[config.mk]
export PLATFORM = sky130hd
export DESIGN_NAME = pc_gen
export DESIGN_NICKNAME = d
export VERILOG_FILES = /design/src/rtl/pc_gen.sv
export SDC_FILE = /design/constraint.sdc
export NUM_CORES = 1
export LEC_CHECK = 0
export CORE_UTILIZATION = 46
export DETAILED_ROUTE_END_ITERATION = 8
export GPL_ROUTABILITY_DRIVEN = 0
export PLACE_DENSITY = 0.79
export SYNTH_ARGS = -nofsm -noshare
export SYNTH_HDL_FRONTEND = slang
export SYNTH_SLANG_ARGS = --single-unit
[constraint.sdc]
create_clock -name clk_i -period 2 [get_ports clk_i]
set_input_delay 0.4 -clock clk_i [delete_from_list [all_inputs] [get_ports clk_i]]
set_output_delay 0.4 -clock clk_i [all_outputs]
set_load 0.05 [all_outputs]
[src/rtl/pc_gen.sv]
// Fetch program-counter generator: IDLE/RUN/HALT sequencing, stall, pending branch, trap redirect.
// Define PC_GEN_RAS_EN to compile in the circular return-address stack (call_i/ret_i).
//   state | meaning
//   IDLE  | after reset, waiting for start_i; pc_o not a valid fetch address
//   RUN   | fetching; pc_o advances or redirects when allowed
//   HALT  | fetching stopped; only rst_i leaves this state
module pc_gen #(
  parameter int unsigned      WIDTH     = 32,
  parameter int unsigned      STEP      = 4,
  parameter logic [WIDTH-1:0] RESET_VEC = '0,
  parameter logic [WIDTH-1:0] TRAP_VEC  = 'h80,
  parameter int unsigned      RAS_DEPTH = 4
) (
  input  logic             clk_i,
  input  logic             rst_i,
  input  logic             start_i,
  input  logic             pc_write_i,
  input  logic             halt_i,
  input  logic             branch_i,
  input  logic [WIDTH-1:0] branch_target_i,
  input  logic             trap_i,
  input  logic             call_i,
  input  logic             ret_i,
  output logic [WIDTH-1:0] pc_o,
  output logic             pc_valid_o,
  output logic             misalign_o,
  output logic             ras_err_o
);

  typedef enum logic [1:0] {S_IDLE, S_RUN, S_HALT} state_t;

  localparam logic [WIDTH-1:0] STEP_W = WIDTH'(STEP);

`ifdef PC_GEN_RAS_EN
  localparam bit RAS_EN = 1'b1;
`else
  localparam bit RAS_EN = 1'b0;
`endif

  state_t           state_q, state_d;
  logic [WIDTH-1:0] pc_q, pc_d;
  logic             pend_v_q, pend_v_d;
  logic [WIDTH-1:0] pend_t_q, pend_t_d;
  logic             misalign_q, misalign_d;
  logic             ras_err_q, ras_err_d;
  logic             ras_push, ras_pop;
  logic             ras_empty;
  logic [WIDTH-1:0] ras_top;
  logic [WIDTH-1:0] pc_inc;

  assign pc_inc = pc_q + STEP_W;

  function automatic logic misaligned(input logic [WIDTH-1:0] t);
    return (t % STEP_W) != '0;
  endfunction

  always_ff @(posedge clk_i) begin
    if (rst_i) begin
      state_q    <= S_IDLE;
      pc_q       <= RESET_VEC;
      pend_v_q   <= 1'b0;
      pend_t_q   <= '0;
      misalign_q <= 1'b0;
      ras_err_q  <= 1'b0;
    end else begin
      state_q    <= state_d;
      pc_q       <= pc_d;
      pend_v_q   <= pend_v_d;
      pend_t_q   <= pend_t_d;
      misalign_q <= misalign_d;
      ras_err_q  <= ras_err_d;
    end
  end

  always_comb begin
    state_d    = state_q;
    pc_d       = pc_q;
    pend_v_d   = pend_v_q;
    pend_t_d   = pend_t_q;
    misalign_d = 1'b0;
    ras_err_d  = 1'b0;
    ras_push   = 1'b0;
    ras_pop    = 1'b0;
    case (state_q)
      S_IDLE: begin
        if (start_i) state_d = S_RUN;
      end
      S_RUN: begin
        if (halt_i) state_d = S_HALT;
        // Trap ignores the stall and still lands when halting in the same cycle.
        if (trap_i) begin
          pc_d       = TRAP_VEC;
          pend_v_d   = 1'b0;
          misalign_d = misaligned(TRAP_VEC);
        end else if (!halt_i) begin
          if (pc_write_i) begin
            ras_push = RAS_EN && call_i;
            if (branch_i) begin
              pc_d       = branch_target_i;
              pend_v_d   = 1'b0;
              misalign_d = misaligned(branch_target_i);
            end else if (pend_v_q) begin
              pc_d       = pend_t_q;
              pend_v_d   = 1'b0;
              misalign_d = misaligned(pend_t_q);
            end else if (RAS_EN && ret_i && !ras_empty) begin
              ras_pop    = 1'b1;
              pc_d       = ras_top;
              misalign_d = misaligned(ras_top);
            end else begin
              pc_d      = pc_inc;
              ras_err_d = RAS_EN && ret_i;
            end
          end else if (branch_i) begin
            pend_v_d = 1'b1;
            pend_t_d = branch_target_i;
          end
        end
      end
      default: begin
      end
    endcase
  end

`ifdef PC_GEN_RAS_EN
  localparam int unsigned PW = $clog2(RAS_DEPTH);

  logic [WIDTH-1:0] ras_mem [RAS_DEPTH];
  logic [PW-1:0]    ras_wp_q;
  logic [PW:0]      ras_cnt_q;
  logic [PW-1:0]    ras_top_idx;

  assign ras_top_idx = ras_wp_q - PW'(1);
  assign ras_top     = ras_mem[ras_top_idx];
  assign ras_empty   = (ras_cnt_q == '0);

  // Full stack wraps the write pointer, overwriting the oldest entry.
  always_ff @(posedge clk_i) begin
    if (rst_i) begin
      ras_wp_q  <= '0;
      ras_cnt_q <= '0;
    end else if (ras_pop && !ras_push) begin
      ras_wp_q  <= ras_top_idx;
      ras_cnt_q <= ras_cnt_q - (PW + 1)'(1);
    end else if (ras_push && !ras_pop) begin
      ras_wp_q <= ras_wp_q + PW'(1);
      if (ras_cnt_q != (PW + 1)'(RAS_DEPTH)) ras_cnt_q <= ras_cnt_q + (PW + 1)'(1);
    end
  end

  always_ff @(posedge clk_i) begin
    if (!rst_i && ras_push) begin
      if (ras_pop) ras_mem[ras_top_idx] <= pc_inc;
      else         ras_mem[ras_wp_q]    <= pc_inc;
    end
  end

  assign ras_err_o = ras_err_q;
`else
  logic unused_ras;

  assign ras_top    = '0;
  assign ras_empty  = 1'b1;
  assign unused_ras = ^{ras_push, ras_pop, ras_err_q, call_i, ret_i};
  assign ras_err_o  = 1'b0;
`endif

  assign pc_o       = pc_q;
  assign pc_valid_o = (state_q == S_RUN);
  assign misalign_o = misalign_q;

endmodule

==> results.md <==
* Sequential area share after synthesis at 0.371
* Post-Route Skew at just over 0.009 ns
* Number of antenna diodes at 0
* Number of I/O pins at 76
* Total DRC errors in the routed layout at 0
* Final setup viols at 0
* PD cells at just under 600 nW/um2
* TritonCTS clock tree: done
* Initial antenna violation count at 0
* Compound-cell area share of the yosys netlist at 0.247
* Syn Inst Count at between 400 and 500
* Starting density of the core at 0.474
* XOR/XNOR share of the synthesized area at 0.0215
* Number of pins exceeding their max-slew limit in the final report at 0
* Netlist area before placement at ~3700 um2
* Footprint of the flip-flops and latches at about 1400 um2
* Std cell rows at 32
* Post-Synth Adder-Cell Area at 0.00341
* Via count at about 4.0k
* Overall routed net length at approximately 11000 um
* NumNets Final at 640
* Count of warnings emitted by yosys at 0
* Vias in the first global route at about 3.8k
* Non-filler cells in the finished layout at 705
* Worst-path fanout max at 2
* Cell at the slowest stage of the critical path: or4b_4
* Area inside the core boundary at between 7000 and 8000 um2
* P_leak at about 0.002 uW
* Number of violations of the max-capacitance limit at 0
* Unrepaired setup endpoints after global routing: yes
* # H-tree levels at 3
* Final Hold Vio Count at 0
* Clk Latency, worst-skew pair at 0.35 ns
* TritonCTS buffer count at 9
* Normalized max-slew margin at 0.599
* Antenna violation net count after detailed routing at 0
* First drt pass iteration count at 5
* GRT Resource Usage Total at 0.274
* Final cell area excluding filler cells at approximately 5100 um2
* Pre-CTS setup slack at -0.307 ns
* Setup Buffers After CTS at 0
* Area of the multi-input gates at 2120 um2
* Cell-by-cell listing of the critical path: nand3_1, or3_4, or4b_4, mux2i_1, a221o_2
* Reg clk slew, reported paths at 0.08 ns
* Final worst path period need at 1.98 ns
* Setup CP Type: register to register
* Proportion of synthesized area in mux cells at 0.0307
* Worst setup SP type: register
* Arrival time of the worst setup path at between 2 and 2.5 ns
* Result of the run: finished clean
* Worst Tran Pin Value at a little under 0.6 ns
* Root buffer selected by CTS: clkbuf_8
* Drt initial violations at between 300 and 400
* HP Class: register to register
* Half-perimeter wire length after placement at 7990 um
* Buffers added on ports at 72
* Grt total ovfl at 0
* Max Clock Freq at between 500 and 600 MHz
* Number of placed cells counting well taps at about 700
* Share of post-route cells with drive strength above 1 at 0.202
* Endpoint kind of the worst setup timing path: register
* Routed WL per cell at about 16 um
* Hold buffers post-CTS at 0
* Distinct cells, synth at 64
* Commonest register cell after synthesis: dfxtp_1
* Height of the chip at between 90 and 100 um
* Simple logic cell fraction of the synthesized area at 0.272
* Fraction of the cycle the final worst path needs at 0.990
* Post-Synthesis Net Count at ~530
* Pin count of the biggest net entering global routing at 25
* Area Growth Syn to Fin at 38.3%
* Average vias per placed instance at 5.71
* Placement Cell Area at 4830 um2
* Maximum buffer depth of the clock tree at 2
* Largest family of logic cells by synthesized area: simple AND/OR/NAND/NOR gates
* Endpoint required time on the critical path at roughly 2.3 ns
* Post-synth EDFFs at 0
* DIE AREA at 8330 um2
* First-pass GRT wire length at 18000 um
* Chip width at slightly above 90 um
* Critical Path Max Stage Delay at 0.58 ns
* Mean post-synth cell area at 7.54 um2
* Number of synthesized register bits at 68
* Clk sink count at just under 70
* Layout filler cell count at roughly 620
* Proportion of register bits with asynchronous set or reset after synthesis at 0
* Max rail drop VDD at roughly 360 uV
* Post-layout worst setup margin at roughly 0.02 ns
==> cells in the final DEF, fill, tap and decap left out, types with 5 or more instances in the layout <==
cell / count
o21ai_0: 46
mux2i_1: 9
nor3_1: 5
a21oi_1: 51
and3_1: 6
dlymetal6s2s_1: 7
xor2_1: 5
dlygate4sd2_1: 7
buf_4: 71
a22oi_1: 5
inv_1: 12
nand2_1: 111
dfxtp_2: 11
nand4_1: 8
clkbuf_8: 10
nand3_1: 10
nor2_1: 26
clkdlybuf4s50_1: 47
dfxtp_1: 54
a31oi_1: 6
==> worst paths after layout <==
path / depth (start not counted) / slack, ns / start / end
min reg2reg: 2 / 0.45 / pend_t_q[19] / pend_t_q[19]
max reg2reg: 5 / 0.02 / pc_o[20] / pc_o[29]
max: 5 / 0.02 / pc_o[20] / pc_o[29]
min: 2 / 0.45 / pend_t_q[19] / pend_t_q[19]
==> where the power goes <==
group	internal (uW)	leakage, uW	switching [uW]
Sequential	1370	0.000557	15.6
Clock	680	0.000111	534
Combinational	190	0.00139	221
Total	2240	0.00206	771
==> worst max-delay path, delay by kind of cell, from the launching register on <==
family / cells / cell delay (ns)
flip-flops: 1 / 0.34
multiplexers: 1 / 0.14
AO/OA/AOI/OAI: 1 / 0.29
AND/OR/NAND/NOR: 3 / 1.09
==> sequential cells by signal, summed over array words and instances (netlist names) <==
register    flops
pend_v_q        1
pend_t_q       32
pc_o           32
state_q         2
misalign_o      1
==> cell families (layout without fill, tap and decap cells) <==
family,Yosys count,in the layout
simple gates,204,204
compound gates,148,148
mux,11,11
other cells,1,1
fa+ha+maj,1,1
xor+xnor,9,9
flops,68,68
buf+inv,44,161
==> metal layers <==
| layer | up-vias | share of wire | wire, um | global-route usage |
|---|---|---|---|---|
| met3 | 26 | 0.069 | 764 | 0.0461 |
| met1 | 1874 | 0.45 | 4960 | 0.370 |
| met2 | 166 | 0.46 | 5070 | 0.424 |
| met5 | - | 0 | 0 | 0 |
| met4 | 0 | 0.020 | 225 | 0.127 |
| li1 | 1957 | - | - | - |
==> Yosys cell counts, drive strengths merged (2+ instances only) <==
cell | number | area share
inv | 12 | 0.012
nand4 | 8 | 0.014
nor2 | 26 | 0.027
a32o | 3 | 0.0082
a211oi | 2 | 0.0041
mux2 | 2 | 0.0061
a31oi | 6 | 0.010
mux2i | 9 | 0.025
or3b | 5 | 0.013
and4 | 4 | 0.0096
and3 | 7 | 0.012
o31ai | 2 | 0.0041
nor2b | 5 | 0.0085
buf | 7 | 0.013
a22oi | 5 | 0.010
or3 | 2 | 0.0034
nand2b | 4 | 0.0068
nand2 | 111 | 0.11
nor3 | 5 | 0.0068
xnor2 | 4 | 0.0096
and2 | 2 | 0.0038
nand3 | 11 | 0.018
o41ai | 2 | 0.0048
o211ai | 3 | 0.0061
nor4 | 6 | 0.016
xor2 | 5 | 0.012
a22o | 3 | 0.0072
a32oi | 3 | 0.0072
a21o | 3 | 0.0061
o2111ai | 4 | 0.0096
nor3b | 3 | 0.0075
a41oi | 4 | 0.0096
a21oi | 51 | 0.070
dfxtp | 68 | 0.37
clkbuf | 25 | 0.028
o21ai | 47 | 0.064
==> final cells by class <==
class	count	area share
Inverter	12	0.00889
Timing Repair Buffer	133	0.231
Clock buffer	12	0.0328
Multi-Input combinational cell	374	0.419
Tap cell	102	0.0252
Clock inverter	4	0.00889
Sequential cell	68	0.274
==> through the flow <==
| step | setup TNS [ns] | util | power, uW | hold WS (ns) |
|---|---|---|---|---|
| final | 0 | 0.656 | 3010 | 0.454 |
| after global routing | -0.0470 | 0.656 | 3110 | 0.476 |
| after floorplan | -0.146 | - | 1600 | 0.432 |
| after global placement | -3.05 | 0.625 | 1810 | 0.438 |
| after detailed placement | -5.49 | 0.625 | 1820 | 0.447 |
| after CTS | 0 | 0.652 | 3000 | 0.457 |
==> repair_timing <==
action	4_1_cts	5_1_grt
hold endpoints to repair	0	0
endpoints found under the setup margin	7	14
resized for setup	7	11
Power figures use the tool's default switching activity.
